### config.mk
export PLATFORM = sky130hd
export DESIGN_NAME = rtc_cr_read_ctrl
export DESIGN_NICKNAME = d
export VERILOG_FILES = /design/src/rtl/rtc_cr_pkg.sv /design/src/rtl/rtc_cr_read_ctrl_timer.sv /design/src/rtl/rtc_cr_read_ctrl.sv
export SDC_FILE = /design/constraint.sdc
export NUM_CORES = 1
export LEC_CHECK = 0
export CORE_ASPECT_RATIO = 0.6
export CORE_MARGIN = 1
export CORE_UTILIZATION = 25
export DETAILED_ROUTE_END_ITERATION = 8
export SKIP_LAST_GASP = 1
export SLEW_MARGIN = 20
export SYNTH_ARGS = -nofsm -noshare
export SYNTH_HDL_FRONTEND = slang
export SYNTH_SLANG_ARGS = --single-unit
### constraint.sdc
create_clock -name clk -period 3.1 [get_ports clk]
set_clock_uncertainty 0.1 [all_clocks]
set_input_delay 0.62 -clock clk [delete_from_list [all_inputs] [get_ports clk]]
set_output_delay 0.62 -clock clk [all_outputs]
set_load 0.01 [all_outputs]
### src/rtl/rtc_cr_pkg.sv
// Shared types and constants for the RTC chronometer read sequencer.
package rtc_cr_pkg;

  localparam int unsigned DATA_W = 8;
  localparam int unsigned IDX_W  = 2;
  localparam int unsigned EN_W   = 3;

  typedef enum logic [2:0] {
    IDLE      = 3'd0,
    ADDR_WR   = 3'd1,
    ADDR_HOLD = 3'd2,
    GAP       = 3'd3,
    DATA_RD   = 3'd4,
    DATA_REC  = 3'd5,
    DONE      = 3'd6
  } state_e;

  localparam logic [DATA_W-1:0] DEF_ADDR_SEG  = 8'h41;
  localparam logic [DATA_W-1:0] DEF_ADDR_MIN  = 8'h42;
  localparam logic [DATA_W-1:0] DEF_ADDR_HORA = 8'h43;

  localparam logic [IDX_W-1:0] IDX_SEG  = 2'd0;
  localparam logic [IDX_W-1:0] IDX_MIN  = 2'd1;
  localparam logic [IDX_W-1:0] IDX_HORA = 2'd2;

  // RTC bus control bundle; strobes are active-low.
  typedef struct packed {
    logic cs_n;
    logic rd_n;
    logic wr_n;
    logic a_d;
    logic ad_oe;
  } bus_ctl_t;

  localparam bus_ctl_t BUS_IDLE = '{cs_n: 1'b1, rd_n: 1'b1, wr_n: 1'b1, a_d: 1'b0, ad_oe: 1'b0};

endpackage

### src/rtl/rtc_cr_read_ctrl_timer.sv
// Phase down-counter: loads at each phase entry, flags the last cycle of the phase.
module rtc_phase_timer #(
  parameter int unsigned CNT_W = 3
) (
  input  logic             clk,
  input  logic             reset,
  input  logic             load,
  input  logic [CNT_W-1:0] load_val,
  output logic             last_c
);

  logic [CNT_W-1:0] cnt_q;
  logic [CNT_W-1:0] cnt_d;

  always_comb begin
    cnt_d = cnt_q;
    if (load) begin
      cnt_d = load_val;
    end else if (cnt_q != '0) begin
      cnt_d = cnt_q - CNT_W'(1);
    end
  end

  always_ff @(posedge clk or negedge reset) begin
    if (!reset) begin
      cnt_q <= '0;
    end else begin
      cnt_q <= cnt_d;
    end
  end

  assign last_c = (cnt_q == '0);

endmodule

### src/rtl/rtc_cr_read_ctrl.sv
// Sweeps the seconds/minutes/hours RTC registers over the multiplexed AD bus
// and pulses a one-hot latch enable as each byte lands on dato.
module rtc_cr_read_ctrl
  import rtc_cr_pkg::*;
#(
  parameter int unsigned       T_PHASE   = 8,
  parameter logic [DATA_W-1:0] ADDR_SEG  = DEF_ADDR_SEG,
  parameter logic [DATA_W-1:0] ADDR_MIN  = DEF_ADDR_MIN,
  parameter logic [DATA_W-1:0] ADDR_HORA = DEF_ADDR_HORA
) (
  input  logic              clk,
  input  logic              reset,
  input  logic              start,
  input  logic [DATA_W-1:0] ad_in,
  output logic [DATA_W-1:0] ad_out,
  output logic              ad_oe,
  output logic              cs_n,
  output logic              rd_n,
  output logic              wr_n,
  output logic              a_d,
  output logic [DATA_W-1:0] dato,
  output logic              en_seg,
  output logic              en_min,
  output logic              en_hora,
  output logic              busy,
  output logic              done
);

  localparam int unsigned      CNT_W   = (T_PHASE > 1) ? $clog2(T_PHASE) : 1;
  localparam logic [CNT_W-1:0] PH_LAST = CNT_W'(T_PHASE - 1);

  state_e            state_q, state_d;
  logic [IDX_W-1:0]  idx_q, idx_d;
  logic              load_c;
  logic [CNT_W-1:0]  load_val_c;
  logic              last_c;

  bus_ctl_t          ctl_q, ctl_d;
  logic [DATA_W-1:0] ad_out_q, ad_out_d;
  logic [DATA_W-1:0] dato_q, dato_d;
  logic [EN_W-1:0]   en_q, en_d;
  logic              busy_q, busy_d;
  logic              done_q, done_d;

  function automatic logic [DATA_W-1:0] addr_of(input logic [IDX_W-1:0] idx);
    case (idx)
      IDX_MIN:  addr_of = ADDR_MIN;
      IDX_HORA: addr_of = ADDR_HORA;
      default:  addr_of = ADDR_SEG;
    endcase
  endfunction

  rtc_phase_timer #(
    .CNT_W(CNT_W)
  ) u_timer (
    .clk     (clk),
    .reset   (reset),
    .load    (load_c),
    .load_val(load_val_c),
    .last_c  (last_c)
  );

  // Next state, register index, phase reload and data capture.
  always_comb begin
    state_d    = state_q;
    idx_d      = idx_q;
    load_c     = 1'b0;
    load_val_c = PH_LAST;
    dato_d     = dato_q;
    unique case (state_q)
      IDLE: begin
        if (start) begin
          state_d = ADDR_WR;
          idx_d   = IDX_SEG;
          load_c  = 1'b1;
        end
      end
      ADDR_WR: begin
        if (last_c) begin
          state_d    = ADDR_HOLD;
          load_c     = 1'b1;
          load_val_c = '0;
        end
      end
      ADDR_HOLD: begin
        state_d = GAP;
        load_c  = 1'b1;
      end
      GAP: begin
        if (last_c) begin
          state_d = DATA_RD;
          load_c  = 1'b1;
        end
      end
      DATA_RD: begin
        if (last_c) begin
          state_d = DATA_REC;
          load_c  = 1'b1;
          dato_d  = ad_in;
        end
      end
      DATA_REC: begin
        if (last_c) begin
          if (idx_q == IDX_HORA) begin
            state_d = DONE;
          end else begin
            state_d = ADDR_WR;
            idx_d   = idx_q + IDX_W'(1);
            load_c  = 1'b1;
          end
        end
      end
      DONE: begin
        state_d = IDLE;
      end
      default: begin
        state_d = IDLE;
      end
    endcase
  end

  // Outputs decoded from the upcoming state so they register in step with it.
  always_comb begin
    ctl_d    = BUS_IDLE;
    ad_out_d = ad_out_q;
    en_d     = '0;
    busy_d   = 1'b0;
    done_d   = 1'b0;
    unique case (state_d)
      ADDR_WR: begin
        ctl_d.cs_n  = 1'b0;
        ctl_d.wr_n  = 1'b0;
        ctl_d.ad_oe = 1'b1;
        ad_out_d    = addr_of(idx_d);
        busy_d      = 1'b1;
      end
      ADDR_HOLD: begin
        ctl_d.ad_oe = 1'b1;
        busy_d      = 1'b1;
      end
      GAP: begin
        busy_d = 1'b1;
      end
      DATA_RD: begin
        ctl_d.cs_n = 1'b0;
        ctl_d.rd_n = 1'b0;
        ctl_d.a_d  = 1'b1;
        busy_d     = 1'b1;
      end
      DATA_REC: begin
        ctl_d.a_d = 1'b1;
        busy_d    = 1'b1;
        if (state_q == DATA_RD) begin
          en_d = EN_W'(1) << idx_d;
        end
      end
      DONE: begin
        done_d = 1'b1;
      end
      default: begin
      end
    endcase
  end

  always_ff @(posedge clk or negedge reset) begin
    if (!reset) begin
      state_q  <= IDLE;
      idx_q    <= IDX_SEG;
      ctl_q    <= BUS_IDLE;
      ad_out_q <= '0;
      dato_q   <= '0;
      en_q     <= '0;
      busy_q   <= 1'b0;
      done_q   <= 1'b0;
    end else begin
      state_q  <= state_d;
      idx_q    <= idx_d;
      ctl_q    <= ctl_d;
      ad_out_q <= ad_out_d;
      dato_q   <= dato_d;
      en_q     <= en_d;
      busy_q   <= busy_d;
      done_q   <= done_d;
    end
  end

  assign ad_out  = ad_out_q;
  assign ad_oe   = ctl_q.ad_oe;
  assign cs_n    = ctl_q.cs_n;
  assign rd_n    = ctl_q.rd_n;
  assign wr_n    = ctl_q.wr_n;
  assign a_d     = ctl_q.a_d;
  assign dato    = dato_q;
  assign en_seg  = en_q[IDX_SEG];
  assign en_min  = en_q[IDX_MIN];
  assign en_hora = en_q[IDX_HORA];
  assign busy    = busy_q;
  assign done    = done_q;

endmodule

==> flow_summary.toml <==
[timing]
finalSetupViolCount = 0
final-max-slew-violation-count = 0
clock.fmax_mhz = 377
tightest_slew_ps = 586
rsz0062_at_grt = "no"
timing.final.crit_period_ps = 2650
timing.max_slew.rel_slack_pct = 60.9
final.period_utilization_pct = 85.5
finalSetupTns_ps = 0
hold_violations = 0

[global_route]
global_route.overflow_total = 0
globalRouteTotalUtil_pct = 10.1
gr_layer_usage_met1_pct = 15.3
use_met3_pct = 4.14
grt_first_pass_wirelength_um = 4490
globalRoute.busiestLayer = "met1"
grt_antenna_before_repair = 0
grt_max_degree = 30
via_count_of_the_first_global_routing_pass = 869
grt_util_met2_pct = 12.2

[yosys]
yosysWarningCount = 0
synth_flop_cell = "sky130_fd_sc_hd__dfrtp_1"
syn_area_mm2 = 0.00149
postSynthCellCount = 131
yosys.cell_types.count = 43
async_flop_share_pct = 100
sequential_to_total_area_share_from_yosys_stat_pct = 49.0
count_of_flip_flops_with_a_built_in_enable_after_synthesis = 0
postSynthAreaPerCell_um2 = 11.4
postSynthRegisterBits = 29

[final_layout]
antenna_cells = 0
finalNonFillerCells = 243
flow.area_growth_from_synthesis_pct = 31.4
post-route-cell-area_mm2 = 0.00195
final_layout_size_suffix_gt1_share_pct = 17.2
final_net_count = 182
nFillCells = 570

[clock_network]
h-tree-depth = 2
post_cts.resized_instances = 0
maximum_buffer_depth_of_the_clock_tree = 2
cts.sink_count = 29
cts.repair_timing.setup_buffer_count = 0
clock_tree.root_cell = "sky130_fd_sc_hd__clkbuf_8"
clock_transition_at_the_registers_of_the_reported_paths_ps = 60
cts_hold_buf = 0
tritoncts.num_buffers = 5
tritoncts = "done"
insertion_delay_ps = 270

[die]
die_area_mm2 = 0.00627
core_region_area_mm2 = 0.00565
fp-row-count = 21
die-height_um = 61.8
initial_core_util_pct = 26.3
ios = 37
die_width_um = 102

[critical_path]
crit_path_top_delay_cell = "sky130_fd_sc_hd__clkdlybuf4s50_1"
critPathLaunchType = "input pin"
worst_path_largest_cell_delay_ps = 540
worst-setup-path-type = "in2reg"
crit_chain = "clkdlybuf4s50_1 > or3b_2 > nor2_1 > a21oi_1 > a32oi_1 > ha_1 > mux2_4"
worst-endpoint-arrival_ps = 2710
endpoint_kind = "flip-flop"
timing.critical_path.required_ps = 3160
critPathMaxFanout = 4

[route]
via_density_per_instance = 4.16
drc = 0
detailroute.via_count = 1012
dr.pass1.iters = 4
final_antenna_net_count = 0
wl_um = 2880
wire_per_inst_um = 11.8
drtIter0Drc = 32

[placement]
placedCellCount = 235
globalplace.congestion = 0.793
detailed_place.area_mm2 = 0.00185
hpwlAfterDp_um = 2140
place.port_buffers = 31

[worst_hold_path]
hp-class = "reg2reg"

[flow_run]
cap_viol_max_count = 0

[power]
power.density_cell_area_mw_per_mm2 = 867
static-leakage-power_uw = 0.000850
vdd_drop_max_v = 0.000213

[outcome]
outcome = "complete, no violations"
per-stage QoR:
| stage | util, % | setup WS, ps | hold WS (ps) | total power, µW |
|---|---|---|---|---|
| after floorplan | - | 902 | 224 | 1130 |
| after global placement | 32.8 | 276 | 347 | 1360 |
| after detailed placement | 32.8 | 176 | 364 | 1370 |
| after CTS | 34.6 | 470 | 379 | 1730 |
| after global routing | 34.6 | 377 | 417 | 1840 |
| final | 34.6 | 449 | 372 | 1690 |
final cells by class:
cell class / count / area [µm²] / area share (%)
clock buffer: 7 / 96.3 / 4.93
clock inverter: 1 / 5.00 / 0.256
inverter: 9 / 33.8 / 1.73
multi-input combinational: 85 / 672 / 34.4
sequential: 29 / 729 / 37.3
tap: 80 / 100 / 5.12
timing repair buffer: 32 / 318 / 16.3
path summary, 6_finish.rpt:
check | cells past startpoint | startpoint | to | slack, ps
max | 7 | start | ad_out[1] | 450
max reg2reg | 8 | u_timer.cnt_q[0] | ad_out[1] | 640
max in group asynchronous | 2 | reset | cs_n | 1960
min | 1 | ad_out[6] | ad_out[6] | 370
min in group asynchronous | 2 | reset | state_q[0] | 630
min reg2reg | 1 | ad_out[6] | ad_out[6] | 370
metal layers:
metal | up-vias | part of all wire [%] | wire length, µm
li1 | 500 | - | -
met1 | 479 | 57 | 1630
met2 | 30 | 37 | 1050
met3 | 3 | 5.9 | 170
met4 | 0 | 0.87 | 25
met5 | - | 0 | 0
sequential cells by signal (all words and copies together) (netlist names), 2 cells and up:
signal / count
en_q: 3
ad_out: 3
state_q: 3
u_timer.cnt_q: 3
idx_q: 2
dato: 8
cells by family (layout without fill, tap and decap cells):
| group | Yosys count | in the layout | share of synthesized area (%) |
|---|---|---|---|
| and+or+nand+nor | 36 | 36 | 13.0 |
| DFF | 29 | 29 | 49.0 |
| buffers and inverters | 21 | 49 | 6.81 |
| AOI/OAI and AO/OA | 20 | 20 | 12.3 |
| muxes | 14 | 14 | 10.5 |
| adders and majority gates | 9 | 9 | 7.57 |
| other | 1 | 5 | 0.252 |
| xor gates and xnor gates | 1 | 1 | 0.589 |
cells in the mapped netlist, types with 2 or more instances:
library cell               number  share of area, %
sky130_fd_sc_hd__nor2b_1        2              0.84
sky130_fd_sc_hd__clkbuf_1       3              0.76
sky130_fd_sc_hd__inv_1          9               2.3
sky130_fd_sc_hd__mux2i_1        4               2.7
sky130_fd_sc_hd__nor3_1         2              0.67
sky130_fd_sc_hd__or2b_1         2               1.0
sky130_fd_sc_hd__a31oi_1        2              0.84
sky130_fd_sc_hd__nand2_1        2              0.50
sky130_fd_sc_hd__dfstp_2        3               5.3
sky130_fd_sc_hd__buf_4          5               2.5
sky130_fd_sc_hd__a21o_1         3               1.5
sky130_fd_sc_hd__mux2_2         9               6.8
sky130_fd_sc_hd__ha_1           9               7.6
sky130_fd_sc_hd__nand3_1        2              0.67
sky130_fd_sc_hd__buf_2          3               1.0
sky130_fd_sc_hd__nor2_1        16               4.0
sky130_fd_sc_hd__a21oi_1        2              0.67
sky130_fd_sc_hd__dfrtp_1       26                44
sky130_fd_sc_hd__a211o_1        2               1.2
sky130_fd_sc_hd__nand2b_1       2              0.84
critical path: cells and delay by family:
kind | cells | cell delay [ps]
adder cells (fa/ha/maj) | 1 | 310
AO/OA/AOI/OAI | 2 | 380
AND/OR/NAND/NOR | 2 | 590
multiplexers | 1 | 270
buffers and inverters | 1 | 540
layout by cell type (no fill, tap or decap), types with 2 or more instances in the layout:
| cell | Yosys | final |
|---|---|---|
| sky130_fd_sc_hd__clkdlybuf4s50_1 | 0 | 31 |
| sky130_fd_sc_hd__dfrtp_1 | 26 | 26 |
| sky130_fd_sc_hd__nor2_1 | 16 | 16 |
| sky130_fd_sc_hd__inv_1 | 9 | 9 |
| sky130_fd_sc_hd__mux2_2 | 9 | 9 |
| sky130_fd_sc_hd__ha_1 | 9 | 9 |
| sky130_fd_sc_hd__clkbuf_8 | 0 | 7 |
| sky130_fd_sc_hd__conb_1 | 1 | 5 |
| sky130_fd_sc_hd__mux2i_1 | 4 | 4 |
| sky130_fd_sc_hd__a21o_1 | 3 | 3 |
| sky130_fd_sc_hd__dfstp_2 | 3 | 3 |
| sky130_fd_sc_hd__a21oi_1 | 2 | 2 |
| sky130_fd_sc_hd__nand2_1 | 2 | 2 |
| sky130_fd_sc_hd__nand2b_1 | 2 | 2 |
| sky130_fd_sc_hd__nor3_1 | 2 | 2 |
| sky130_fd_sc_hd__nor2b_1 | 2 | 2 |
| sky130_fd_sc_hd__nand3_1 | 2 | 2 |
| sky130_fd_sc_hd__or2b_1 | 2 | 2 |
| sky130_fd_sc_hd__a31oi_1 | 2 | 2 |
| sky130_fd_sc_hd__a211o_1 | 2 | 2 |
power by group:
part | switching (µW) | internal (µW)
clock network | 138 | 200
registers | 123 | 506
logic | 341 | 386
Note: power is estimated with default switching activity, not from simulation.
